## src/rtl/gf180mcu_fd_sc_mcu9t5v0__or3_evtsync_if.sv

```systemverilog
// Event/request interface for the OR3 event synchronizer.
//   A1, A2, A3 : asynchronous event sources (producer side)
//   ACK        : consumer acknowledge, synchronous to the block clock
//   Z          : registered level request, held until acknowledged
//   ZP         : registered one-cycle pulse marking request entry
//   SRC        : registered sticky source bits {A3,A2,A1}
// master: the environment that drives the sources and acknowledges.
// slave : the synchronizer itself.
interface gf180mcu_fd_sc_mcu9t5v0__or3_evtsync_if;
  logic       A1;
  logic       A2;
  logic       A3;
  logic       ACK;
  logic       Z;
  logic       ZP;
  logic [2:0] SRC;

  modport master (
    output A1,
    output A2,
    output A3,
    output ACK,
    input  Z,
    input  ZP,
    input  SRC
  );

  modport slave (
    input  A1,
    input  A2,
    input  A3,
    input  ACK,
    output Z,
    output ZP,
    output SRC
  );
endinterface

```

## src/rtl/gf180mcu_fd_sc_mcu9t5v0__or3_evtsync.sv

```systemverilog
// OR3 event synchronizer with debounce filter and acknowledge handshake.
//
// Three asynchronous event sources are each brought into the CLK domain through
// a 2-flop synchronizer. The OR of the synchronized bits must be seen high for
// DBNC consecutive samples before a request is raised on Z. The request stays up
// until the consumer acknowledges it; afterwards the block waits for all
// sources to go quiet before it can trigger again, so a stuck source produces
// exactly one request.
//
// Ports:
//   CLK : single clock, all flops rising-edge
//   RN  : asynchronous active-low reset
//   bus : slave side of the event interface (A1..A3, ACK in; Z, ZP, SRC out)
//
// Parameter:
//   DBNC : consecutive high samples needed to raise Z, legal range 1..15
module gf180mcu_fd_sc_mcu9t5v0__or3_evtsync #(
  parameter int unsigned DBNC = 4
) (
  input logic                                      CLK,
  input logic                                      RN,
  gf180mcu_fd_sc_mcu9t5v0__or3_evtsync_if.slave    bus
);

  localparam logic [3:0] DbncCnt = 4'(DBNC);

  typedef enum logic [1:0] {
    StIdle,
    StFilter,
    StActive,
    StRearm
  } state_e;

  // Synchronizer stages, bit order {A3,A2,A1}.
  logic [2:0] meta_q;
  logic [2:0] sync_q;
  logic [2:0] raw;
  logic       s;

  state_e     state_q, state_d;
  logic [3:0] count_q, count_d;
  logic [3:0] count_inc;
  logic       z_q, z_d;
  logic       zp_q, zp_d;
  logic [2:0] src_q, src_d;

  assign raw       = {bus.A3, bus.A2, bus.A1};
  assign s         = |sync_q;
  assign count_inc = count_q + 4'd1;

  // Next-state logic. Outputs are computed alongside the state so that Z, ZP
  // and SRC come straight from flops with no path from any input.
  always_comb begin
    state_d = state_q;
    count_d = count_q;
    z_d     = z_q;
    zp_d    = 1'b0;
    src_d   = src_q;

    unique case (state_q)
      StIdle: begin
        if (s) begin
          if (DbncCnt == 4'd1) begin
            state_d = StActive;
            z_d     = 1'b1;
            zp_d    = 1'b1;
            src_d   = sync_q;
          end else begin
            state_d = StFilter;
            count_d = 4'd1;
          end
        end
      end

      StFilter: begin
        if (!s) begin
          state_d = StIdle;
          count_d = 4'd0;
        end else if (count_inc == DbncCnt) begin
          // Sources that joined during filtering are captured here.
          state_d = StActive;
          count_d = 4'd0;
          z_d     = 1'b1;
          zp_d    = 1'b1;
          src_d   = sync_q;
        end else begin
          count_d = count_inc;
        end
      end

      StActive: begin
        if (bus.ACK) begin
          state_d = StRearm;
          z_d     = 1'b0;
          src_d   = 3'b000;
        end else begin
          src_d = src_q | sync_q;
        end
      end

      StRearm: begin
        // Wait for every source to drop so a held source cannot retrigger.
        if (!s) begin
          state_d = StIdle;
        end
      end

      default: begin
        state_d = StIdle;
        count_d = 4'd0;
        z_d     = 1'b0;
        src_d   = 3'b000;
      end
    endcase
  end

  always_ff @(posedge CLK or negedge RN) begin
    if (!RN) begin
      meta_q  <= 3'b000;
      sync_q  <= 3'b000;
      state_q <= StIdle;
      count_q <= 4'd0;
      z_q     <= 1'b0;
      zp_q    <= 1'b0;
      src_q   <= 3'b000;
    end else begin
      meta_q  <= raw;
      sync_q  <= meta_q;
      state_q <= state_d;
      count_q <= count_d;
      z_q     <= z_d;
      zp_q    <= zp_d;
      src_q   <= src_d;
    end
  end

  assign bus.Z   = z_q;
  assign bus.ZP  = zp_q;
  assign bus.SRC = src_q;

endmodule

```

## src/flat_wrapper.sv

```systemverilog
// flat-port wrapper written by rule: the top's interface ports become plain ports
module gf180mcu_fd_sc_mcu9t5v0__or3_evtsync_flat 
#(
  parameter int unsigned DBNC = 4
)
  (CLK, RN, bus_A1, bus_A2, bus_A3, bus_ACK, bus_Z, bus_ZP, bus_SRC);
  gf180mcu_fd_sc_mcu9t5v0__or3_evtsync_if bus_i ();
  input logic CLK;
  input logic RN;
  input wire logic [$bits(bus_i.A1)-1:0] bus_A1;
  input wire logic [$bits(bus_i.A2)-1:0] bus_A2;
  input wire logic [$bits(bus_i.A3)-1:0] bus_A3;
  input wire logic [$bits(bus_i.ACK)-1:0] bus_ACK;
  output wire logic [$bits(bus_i.Z)-1:0] bus_Z;
  output wire logic [$bits(bus_i.ZP)-1:0] bus_ZP;
  output wire logic [$bits(bus_i.SRC)-1:0] bus_SRC;
  assign bus_i.A1 = bus_A1;
  assign bus_i.A2 = bus_A2;
  assign bus_i.A3 = bus_A3;
  assign bus_i.ACK = bus_ACK;
  assign bus_Z = bus_i.Z;
  assign bus_ZP = bus_i.ZP;
  assign bus_SRC = bus_i.SRC;
  gf180mcu_fd_sc_mcu9t5v0__or3_evtsync #(.DBNC(DBNC)) u_core (.CLK(CLK), .RN(RN), .bus(bus_i));
endmodule
```

## config.mk

```make
export PLATFORM = sky130hd
export DESIGN_NAME = gf180mcu_fd_sc_mcu9t5v0__or3_evtsync_flat
export DESIGN_NICKNAME = d
export VERILOG_FILES = /design/src/rtl/gf180mcu_fd_sc_mcu9t5v0__or3_evtsync_if.sv /design/src/rtl/gf180mcu_fd_sc_mcu9t5v0__or3_evtsync.sv /design/src/flat_wrapper.sv
export SDC_FILE = /design/constraint.sdc
export NUM_CORES = 1
export LEC_CHECK = 0
export BUFFER_PORTS_ARGS = -buffer_cell sky130_fd_sc_hd__buf_4
export CORE_MARGIN = 2
export CORE_UTILIZATION = 49
export DETAILED_ROUTE_END_ITERATION = 12
export GPL_ROUTABILITY_DRIVEN = 0
export HOLD_SLACK_MARGIN = 0.08
export PLACE_DENSITY = 0.83
export SETUP_SLACK_MARGIN = 0.3
export SLEW_MARGIN = 20
export SYNTH_ARGS = -nofsm -noshare
export SYNTH_HDL_FRONTEND = slang
export SYNTH_SLANG_ARGS = --single-unit
```

## constraint.sdc

```tcl
create_clock -name CLK -period 1.7 [get_ports CLK]
set_input_delay 0.51 -clock CLK [delete_from_list [all_inputs] [get_ports CLK]]
set_output_delay 0.51 -clock CLK [all_outputs]
set_load 0.05 [all_outputs]
```

* Yosys cells after proc, flatten, opt, wreduce, memory -nomap -nowiden *
Index checks and enable logic that the tools add are counted.

cells by class
  muxes and demuxes = 21
  bitwise operators = 1
  eq/ne operators = 10
  add/subtract/negate cells = 1
  reductions and logical operators = 8

operators by type and width
  operator               number
  $mux W4                3
  $mux W2                5
  $mux W3                3
  $pmux W2 S4            1
  $pmux W4 S2            1
  $reduce_and A4 Y1      2
  $mux W1                6
  $ne A2 B1 Y1 const B   3
  $pmux W3 S2            1
  $add A4 B1 Y4 const B  1
  $eq A2 B2 Y1 const B   2
  $eq A4 B3 Y1 const B   1
  $ne A2 B2 Y1 const B   2
  $reduce_bool A2 Y1     2
  $ne A3 B3 Y1 const B   1
  $or A3 B3 Y3           1
  $reduce_and A3 Y1      1
  $reduce_or A3 Y1       1
  $eq A2 B1 Y1 const B   1
  $logic_not A2 Y1       1
  $pmux W1 S2            1
  $reduce_and A2 Y1      1

word-level totals
  register bits after elaboration = 17
  output and inout port bits = 5

* Logic depth before layout (Yosys ltp) *
  depth after elaboration = 5
  depth in mapped cells = 7

* Worst setup path after synthesis *
Ideal clock, no wire load.

  kind = register to register
  start point = register u_core.count_q[0]
  end point = register u_core.src_q[0] (netlist: u_core.bus.SRC[0])
  required time = 1576 ps
  arrival = 1647 ps
  cell stages (with the launch flop) = 7
  slack = -71 ps
  path buffers = 0
  cell sequence = dfrtp_1 > ha_1 > and4bb_2 > a21bo_1 > a41oi_2 > or2b_2 > a211o_1

on the way
  longest elaborated chain between the ends = 4

ends and longest elaborated chain
  what                                line                                         source
  from (decl)                         gf180mcu_fd_sc_mcu9t5v0__or3_evtsync.sv:41   logic [3:0] count_q, count_d;
  from (signal assigned)              gf180mcu_fd_sc_mcu9t5v0__or3_evtsync.sv:130  count_q <= count_d;
  $add A4 B1 Y4                       gf180mcu_fd_sc_mcu9t5v0__or3_evtsync.sv:49   assign count_inc = count_q + 4'd1;
  $eq A4 B3 Y1                        gf180mcu_fd_sc_mcu9t5v0__or3_evtsync.sv:79   end else if (count_inc == DbncCnt) begin
  $ne A2 B1 Y1 (no source line)       --
  $reduce_and A3 Y1 (no source line)  --
  to (signal assigned)                gf180mcu_fd_sc_mcu9t5v0__or3_evtsync.sv:133  src_q <= src_d;
  to (decl)                           gf180mcu_fd_sc_mcu9t5v0__or3_evtsync.sv:45   logic [2:0] src_q, src_d;

Every way passes these cells.
A chain may end at the register's enable or synchronous reset.

* Final worst setup path *
  start point = register u_core.count_q[1]
  end point = register u_core.src_q[2] (netlist: u_core.bus.SRC[2])

Same word-level chain as after synthesis.

==> impl_summary.md <==
Critical path
The class of the most critical setup path is reg -> reg. The most critical setup path has its startpoint at u_core.count_q[1]. In this run the critical register-to-register path is captured at u_core.bus.SRC[2]. The cell count of the worst reg-to-reg path is 6. The worst reg-to-reg setup slack is -40 ps.

The launching point of the worst reg2reg path is u_core.count_q[1]. The data arrival time of the critical path is about 1900 ps. In this run the worst setup path terminates at u_core.bus.SRC[2].

Along the worst path, the maximum fanout reaches 5. The required time reported for the critical path endpoint is 1890 ps. STA classifies the critical path startpoint as a register. The element type at the critical path end is a register.

Layout
The filler cells instantiated in the layout total 129. The leading cell type in the layout, fill and taps excluded is buf_4. The top cell types in the final layout, fill and taps aside, are 17 x buf_4, 14 x dfrtp_1, 8 x nand2_1, 8 x nor2_1, 6 x nand3_1. The final layout contains 126 nets. Cells fill 70.5% of the core in the end. The repair_antennas step left the layout with diodes totalling 0. The synthesis-to-finish area growth is 35.1%.

Of the cells placed in the final design, the portion with a size suffix greater than 1 is 40.7%.

Power and ir drop
In this run, the combinational gates consume 59.9% of the power. The switching power total is 0.000980 W. Net switching is 44.3% of the power. The clock network is responsible for around a tenth of the overall power. The maximum VDD drop is around 0.78 mV. The static leakage power is about 0.54 nW. Dividing total power by cell area gives a power density of roughly 1800 nW/um^2. The completed layout was analyzed and its total power is 0.00221 W.

The internal portion of the total power is 0.00123 W. The sequential power share is 30.2%.

Logic synthesis
The cell taking the most area after synthesis is dfrtp_1. The register area share after synthesis is 47.2%. A synthesized cell averages 10.2 um^2.

The net count after synthesis is 100. The Yosys step of the flow raised 0 warnings. By area the synthesized netlist is led by dfrtp_1 47%, ha_1 8.3%, a21oi_1 3.3%. The post-synthesis instance area is 901 um^2. The number of library cell types mapped by synthesis is 34. The top cell type's share of synthesized area is 47.2%. After synthesis the netlist holds a flip-flop and latch count of 17. The post-synthesis instance total is 88.

CTS
The clock-pin slew of the registers on the worst-case setup and hold paths is 100 ps. Counting along the longest clock path gives a buffer depth of 2. Clock tree synthesis inserted a total of 3 buffers. In this run the number of H-tree levels came out at 1.

The buffer cell driving the clock tree root is clkbuf_4. The TritonCTS clock tree is done. For the worst-skew pair, the clock arrives at the later sink with an insertion delay of 290 ps. The total clock sinks is 17.

Hold path
The startpoint identified for the worst hold timing path is bus_A3. In this run the worst hold path is classified as in -> reg.

STA
The final-report hold violation count was 0. For the pin with the worst max-slew slack, the measured transition is 247 ps. The worst slew margin relative to its limit is 83.5%. Setup violations remaining at the end of the flow were counted as 2. Setup repair after global routing could not meet its margin everywhere. After layout, the worst setup slack is -44.5 ps. The post-layout minimum cycle time is about 1700 ps.

After routing, the total negative slack on setup checks comes to -55.7 ps. The highest clock frequency the design can meet is 0.573 GHz. The clock arrives with 1.29 ps of skew.

The worst path uses 103% of the clock period. The number of pins exceeding their max-slew limit in the final report came to 0.

Detailed routing
The first TritonRoute pass finished after 4 iterations. The wire length per cell is roughly 14 um. For this run, design rule violations remaining after detail routing come to 0. The number of nets with antenna violations after detailed routing is 0. The total vias in the final route is 751. The per-cell via count in the routed design is 5.44.

For this block, the initial DRC count from the detailed router was 16. Summed over all layers, the routed wires come to 1970 um.

Global routing
For this run, the total global-route usage over all layers was measured as 17.9%. Entering global routing, the biggest net connects 18 pins. The global-route wire length before repair is between 2000 and 3000 um. The total overflow left after global routing is 0.

The number of antenna violations at the first check in global routing is 0. The via count of the first global-routing pass is 652.

Run status
The final reports fail on negative setup slack. The flow ran to the end, but the final reports show violations.

Floorplan
The floorplan step defined a die boundary enclosing 2200 um^2. The floorplan has 15 rows. For this configuration, the core starts out at a cell density of 52.2%. The region available for standard cell placement spans 1730 um^2. The boundary pin count is 11.

The die is about 47 um wide. The vertical die dimension is around 47 um.

Placement
The setup slack after placement is -19.1 ps. The quantity of I/O buffers inserted on ports is 10. Once detailed placement completed, the half-perimeter wirelength came to 1300 um.

Flow run
The number of max-capacitance violations reported is 0.
## power by group through the flow
stage	registers [W]	logic, W	clock network (W)
floorplan	0.000793	0.000687	0
global placement	0.000660	0.00106	0
detailed placement	0.000671	0.00110	0
CTS	0.000656	0.00117	0.000226
global route	0.000680	0.00145	0.000249
finish	0.000668	0.00132	0.000219
## cell type report
class	instances	area, um^2	share of cell area [%]
clock inverters	1	5.00	0.411
clock buffers	3	22.5	1.85
flip-flops and latches	17	429	35.3
multi-input cells	66	524	43.1
inverters	3	11.3	0.925
repair buffers	23	194	15.9
well taps	25	31.3	2.57
## synthesized netlist by cell type
library cell / instances
dfrtp_1: 17
nand2_1: 8
nor2_1: 8
a21oi_1: 6
ha_1: 6
nand3_1: 6
o21ai_0: 4
inv_1: 3
a211o_1: 2
a31oi_1: 2
and3_2: 2
o21a_1: 2
a21bo_1: 1
a311o_1: 1
a32o_1: 1
a41oi_2: 1
and2_2: 1
and3_1: 1
and4bb_2: 1
buf_6: 1
clkbuf_1: 1
nand2b_1: 1
nand4_1: 1
nor2b_1: 1
nor3_1: 1
nor4b_1: 1
o21ai_2: 1
o22a_1: 1
o2bb2ai_1: 1
or2b_2: 1
or3_1: 1
or4b_1: 1
xnor2_1: 1
xor2_1: 1
## flip-flops by register name (all words and copies together), names as in the netlist, named ones only
name,cells
u_core.bus.ZP,1
u_core.meta_q,3
u_core.bus.SRC,3
u_core.sync_q,3
u_core.bus.Z,1
u_core.count_q,4
u_core.state_q,1
## critical path, cell delays in order, from the launching register on
cell,delay [ps]
dfrtp_2,470
ha_4,170
and4bb_2,250
a21bo_1,180
a41oi_2,240
nor2_1,100
a211o_1,240
## layer usage
metal	track usage, %	wire length (um)
met2	28.8	968
met3	3.46	71
met5	0	0
met4	5.00	19
met1	24.5	909
## what timing repair did
item | in CTS | in global routing
setup endpoints to repair | 14 | 16
pin swaps | 7 | 3
hold endpoints to repair | 17 | 0
resized for setup | 5 | 13
hold buffers | 1 | 0
buffers inserted | 2 | 3
## stage by stage
stage          hold WS, ps  std cells  cell area, um^2
6_report               314        138             1220
5_1_grt                298        138             1220
3_3_place_gp           331        128             1070
2_1_floorplan          214         88              932
4_1_cts                309        135             1140
3_5_place_dp           335        128             1070
## cell families after synthesis
group | Yosys count | share of synthesized area (%)
and+or+nand+nor | 35 | 21.0
AOI/OAI and AO/OA | 23 | 18.6
DFF | 17 | 47.2
adders and majority gates | 6 | 8.33
buffers and inverters | 5 | 2.92
xor gates and xnor gates | 2 | 1.94
## worst min path at each step
stage,end,cells past startpoint
2_1_floorplan,async pin,0
3_5_place_dp,u_core.sync_q[2],0
6_report,u_core.meta_q[2],1
4_1_cts,u_core.meta_q[2],1
5_1_grt,u_core.meta_q[2],1
3_3_place_gp,u_core.sync_q[1],0
Power figures use the tool's default switching activity.
